**src/rtl/vga_timing_gen.sv**
```systemverilog
// 640x480@60 raster timing source: divides the system clock to a pixel tick and
// produces position counters, syncs, visible-window flag and line/frame strobes.
module vga_timing_gen #(
  parameter int CLK_DIV   = 4,
  parameter int H_TOTAL   = 800,
  parameter int H_SYNC    = 96,
  parameter int H_ACT_BEG = 144,
  parameter int H_ACT_END = 784,
  parameter int V_TOTAL   = 525,
  parameter int V_SYNC    = 2,
  parameter int V_ACT_BEG = 35,
  parameter int V_ACT_END = 515
) (
  input  logic        clk,
  input  logic        reset_n,
  output logic        pix_tick,
  output logic [9:0]  hCount,
  output logic [9:0]  vCount,
  output logic        hSync,
  output logic        vSync,
  output logic        bright,
  output logic        line_start,
  output logic        frame_start,
  output logic [15:0] frame_count
);

  localparam int DIV_W = (CLK_DIV > 1) ? $clog2(CLK_DIV) : 1;
  localparam logic [DIV_W-1:0] DIV_LAST = DIV_W'(CLK_DIV - 1);

  localparam logic [9:0] H_LAST  = 10'(H_TOTAL - 1);
  localparam logic [9:0] V_LAST  = 10'(V_TOTAL - 1);
  localparam logic [9:0] H_SYNC_END = 10'(H_SYNC);
  localparam logic [9:0] V_SYNC_END = 10'(V_SYNC);
  localparam logic [9:0] H_BEG = 10'(H_ACT_BEG);
  localparam logic [9:0] H_END = 10'(H_ACT_END);
  localparam logic [9:0] V_BEG = 10'(V_ACT_BEG);
  localparam logic [9:0] V_END = 10'(V_ACT_END);

  logic [DIV_W-1:0] div_cnt;
  logic             tick_next;
  logic             h_wrap;
  logic             v_wrap;
  logic [9:0]       h_next;
  logic [9:0]       v_next;
  logic             hsync_next;
  logic             vsync_next;
  logic             bright_next;

  // Syncs and bright are derived from the upcoming position so they move with the counters.
  always_comb begin
    tick_next = (div_cnt == DIV_LAST);
    h_wrap    = (hCount >= H_LAST);
    v_wrap    = (vCount >= V_LAST);
    h_next    = h_wrap ? 10'd0 : hCount + 10'd1;
    v_next    = vCount;
    if (h_wrap) begin
      v_next = v_wrap ? 10'd0 : vCount + 10'd1;
    end
    hsync_next  = ~(h_next < H_SYNC_END);
    vsync_next  = ~(v_next < V_SYNC_END);
    bright_next = (h_next >= H_BEG) && (h_next < H_END) &&
                  (v_next >= V_BEG) && (v_next < V_END);
  end

  always_ff @(posedge clk or negedge reset_n) begin
    if (!reset_n) begin
      div_cnt  <= '0;
      pix_tick <= 1'b0;
    end else begin
      div_cnt  <= tick_next ? '0 : div_cnt + DIV_W'(1);
      pix_tick <= tick_next;
    end
  end

  always_ff @(posedge clk or negedge reset_n) begin
    if (!reset_n) begin
      hCount      <= '0;
      vCount      <= '0;
      hSync       <= 1'b0;
      vSync       <= 1'b0;
      bright      <= 1'b0;
      line_start  <= 1'b0;
      frame_start <= 1'b0;
      frame_count <= '0;
    end else begin
      line_start  <= tick_next && h_wrap;
      frame_start <= tick_next && h_wrap && v_wrap;
      if (tick_next) begin
        hCount <= h_next;
        vCount <= v_next;
        hSync  <= hsync_next;
        vSync  <= vsync_next;
        bright <= bright_next;
        if (h_wrap && v_wrap) begin
          frame_count <= frame_count + 16'd1;
        end
      end
    end
  end

endmodule

```
**config.mk**
```make
export PLATFORM = sky130hd
export DESIGN_NAME = vga_timing_gen
export DESIGN_NICKNAME = d
export VERILOG_FILES = /design/src/rtl/vga_timing_gen.sv
export SDC_FILE = /design/constraint.sdc
export NUM_CORES = 1
export LEC_CHECK = 0
export CORE_MARGIN = 5
export CORE_UTILIZATION = 35
export CTS_CLUSTER_SIZE = 20
export DETAILED_ROUTE_END_ITERATION = 10
export PLACE_DENSITY = 0.56
export SYNTH_ARGS = -nofsm -noshare
export SYNTH_HDL_FRONTEND = slang
export SYNTH_SLANG_ARGS = --single-unit
```
**constraint.sdc**
```tcl
create_clock -name clk -period 2.7 [get_ports clk]
set_clock_uncertainty 0.15 [all_clocks]
set_input_delay 0.54 -clock clk [delete_from_list [all_inputs] [get_ports clk]]
set_output_delay 0.54 -clock clk [all_outputs]
set_load 0.05 [all_outputs]
```
==> flow_summary.toml <==
[floorplan]
die_area_um2 = 8930
die_y_um = 94.5
fp-row-count = 30
initial_core_util_pct = 36.4
top_level_ports = 44
core_area_um2 = 6870
die_w_um = 94.5

[final_layout]
layout.nets = 335
area_growth_syn_to_layout_pct = 28.4
post-route-util_pct = 46.7
drive_gt1_share_pct = 11.6
fill_cells = 664
n_antenna_cell = 0
regArea_um2 = 1100
multi_input_area_um2 = 1320

[power]
leakage_nw = 1.35
switching_share_pct = 22.6
powerDensity_nw_per_um2 = 338
p_sw_mw = 0.245
pwr-share-clk_pct = 38.0
internal-power_mw = 0.840
pwr-share-seq_pct = 60.6
pwr-share-comb_pct = 1.3
peakVddDrop_v = 0.000264

[synthesis]
synth_top_cell_by_area = "dfrtp_1"
synth_area_per_cell_um2 = 9.12
yosysTopAreaCellShare_pct = 44.0
async_reset_ff_share_pct = 100
synth_nets = 281
synth_seq_area_share_pct = 44.0
yosysUniqueCellTypes = 58
synth_edf_count = 0
syn_inst = 274
yosys-top-cells-area = "dfrtp_1 44%, nand2_1 5.4%, o21ai_0 4.6%, xnor2_1 3.5%, nor2_1 3.2%"
synth_area_um2 = 2500
synth_ff_type = "dfrtp_1"
yosysWarningCount = 0
ys_ff_latch = 44

[min_path]
hold_path_class = "in -> async"

[place]
dpl.hpwl_um = 4760
preCtsSetupSlack_ps = 196
io_buffers = 43
gp_congestion = 0.811

[setup_path]
required_ps = 2780
timing.rr.start = "hCount[6]$_DFFE_PN0P_"
ff2ff_path_depth = 7
r2r_setup_slack_ps = 190
cp_cell_sequence = "nor3_4, a21o_1, o21ai_1, a22o_1, nand2b_1, o31ai_1, a41o_1"
r2r-end = "bright$_DFFE_PN0P_"
worstPathArrival_ps = 2600
cpPeakStageDelay_ps = 480
cp_slowest_cell = "dfrtp_1"
path_max_fanout = 11
worst_setup_path_end_kind = "flop"
crit_start = "hCount[6]$_DFFE_PN0P_"
worstSetupPathType = "reg -> reg"
crit_path_start_kind = "flop"

[clock_tree]
path_clk_slew_ps = 80
cts_hold_buf = 0
cts_buffer_depth = 2
cts_tree = "yes"
numCtsBuffers = 5
clk_root_buffer_cell = "clkbuf_8"
ctsHtreeMaxLevel = 2
cts_resized = 0
clk_latency_ps = 300
cts_setup_buffers = 0
cts.sinks = 44

[timing]
slew_viol_final = 0
fmax_mhz = 398
period_share_pct = 93.1
report.final.hold_viol_count = 0
final-setup-viol-count = 0
setup_tns_ps = 0
slew_headroom_pct = 61.5
tightest_slew_ps = 577
rsz0062_at_grt = "false"
finalWorstSetupSlack_ps = 187
fin_crit_ps = 2510
whs_ps = 168

[global_routing]
antenna_found_initial = 0
gr-total-overflow = 0
grt_pass1_wl_um = 10600
grtUsageTotal_pct = 15.1
grt_max_degree = 45
grt_pass1_vias = 2019

[outcome]
status = "finished clean"

[detailed_routing]
wirelength_um = 6460
wl_met3_um = 354
vias_per_cell = 5.16
ant_nets = 0
drc = 0
wire_per_inst_um = 15.2
wl_met1_um = 3180
vias = 2194
dr_wl_met2_um = 2860
top_layer = "met4"
first_pass_iters = 4
drt_iter0_markers = 201

[run]
drv_cap = 0
-- layer usage --
layer	vias to the layer above	GRT usage, %
met5	-	0
met4	0	4.33
met3	4	3.11
met2	50	21.5
met1	1031	23.0
li1	1109	-
-- kinds of logic after synthesis --
| group | Yosys count | synth area share [%] |
|---|---|---|
| flip-flops | 44 | 44.0 |
| XOR/XNOR | 16 | 5.61 |
| buffers and inverters | 19 | 3.10 |
| AND/OR/NAND/NOR | 113 | 24.1 |
| adder cells (fa/ha/maj) | 5 | 2.50 |
| AO/OA/AOI/OAI | 75 | 19.8 |
| multiplexers | 2 | 0.851 |
-- synth_stat cells, types with 3 or more instances --
master	number
a211oi_1	3
a21oi_1	14
and2_1	4
and3_1	8
and4_1	3
buf_2	3
clkbuf_1	9
dfrtp_1	44
ha_1	5
inv_1	5
nand2_1	36
nand2b_1	7
nand3_1	10
nand4_1	8
nor2_1	21
nor3_1	3
o21ai_0	23
o22ai_1	4
o31ai_1	5
xnor2_1	10
xor2_1	6
-- critical path: cells and delay by family, from the launching register on --
| kind | cells | cell delay, ps |
|---|---|---|
| AOI/OAI and AO/OA | 5 | 1240 |
| and+or+nand+nor | 2 | 600 |
| DFF | 1 | 480 |
-- how the worst max path moves through the flow --
| stage | endpoint | slack (ps) |
|---|---|---|
| detailed placement | bright$_DFFE_PN0P_ | 200 |
| finish | bright$_DFFE_PN0P_ | 190 |
| global placement | bright$_DFFE_PN0P_ | 180 |
| CTS | bright$_DFFE_PN0P_ | 180 |
| global route | bright$_DFFE_PN0P_ | 40 |
| floorplan | bright$_DFFE_PN0P_ | 110 |
-- flip-flops by register name (all words and copies together), names as in the netlist --
name / cells
vSync: 1
bright: 1
frame_count: 16
frame_start: 1
pix_tick: 1
hCount: 10
line_start: 1
div_cnt: 2
vCount: 10
hSync: 1
-- final cells by class --
class | count | share of cell area [%]
Multi-Input combinational cell | 211 | 41.2
Sequential cell | 44 | 34.4
Timing Repair Buffer | 60 | 17.2
Tap cell | 96 | 3.74
Clock buffer | 5 | 2.14
Inverter | 6 | 0.741
Clock inverter | 3 | 0.585
-- metrics by stage --
step,total power [mW],instances,cell area [µm²]
3_3_place_gp,0.687,417,3120
2_1_floorplan,0.672,274,2500
5_1_grt,1.14,425,3210
6_report,1.09,425,3210
4_1_cts,1.11,425,3210
3_5_place_dp,0.687,417,3120
-- cell usage in the layout, fill, tap and decap left out, drive strengths merged, types with 2 or more instances in the layout --
| cell type | Yosys | layout |
|---|---|---|
| o22ai | 4 | 4 |
| clkbuf | 10 | 5 |
| a32oi | 2 | 2 |
| o21ai | 24 | 24 |
| nand2b | 7 | 7 |
| xnor2 | 10 | 10 |
| o31ai | 5 | 5 |
| clkinv | 1 | 4 |
| xor2 | 6 | 6 |
| clkdlybuf4s50 | 0 | 42 |
| ha | 5 | 5 |
| nand3 | 10 | 10 |
| o41ai | 2 | 2 |
| nand4 | 9 | 9 |
| dfrtp | 44 | 44 |
| o211ai | 2 | 2 |
| and2 | 4 | 4 |
| and3 | 10 | 10 |
| a31oi | 2 | 2 |
| nor3 | 5 | 5 |
| a211oi | 3 | 3 |
| and4 | 3 | 3 |
| nor2 | 21 | 21 |
| nand2 | 37 | 37 |
| buf | 3 | 18 |
| a21boi | 2 | 2 |
| inv | 5 | 5 |
| a21oi | 15 | 15 |
-- power by group through the flow --
| stage | clock, mW | sequential [mW] | combinational (mW) |
|---|---|---|---|
| 6_report | 0.413 | 0.658 | 0.0143 |
| 5_1_grt | 0.462 | 0.658 | 0.0180 |
| 4_1_cts | 0.435 | 0.658 | 0.0159 |
| 3_5_place_dp | 0 | 0.671 | 0.0158 |
| 3_3_place_gp | 0 | 0.671 | 0.0155 |
| 2_1_floorplan | 0 | 0.672 | 0.000000493 |
Note: power is estimated with default switching activity, not from simulation.
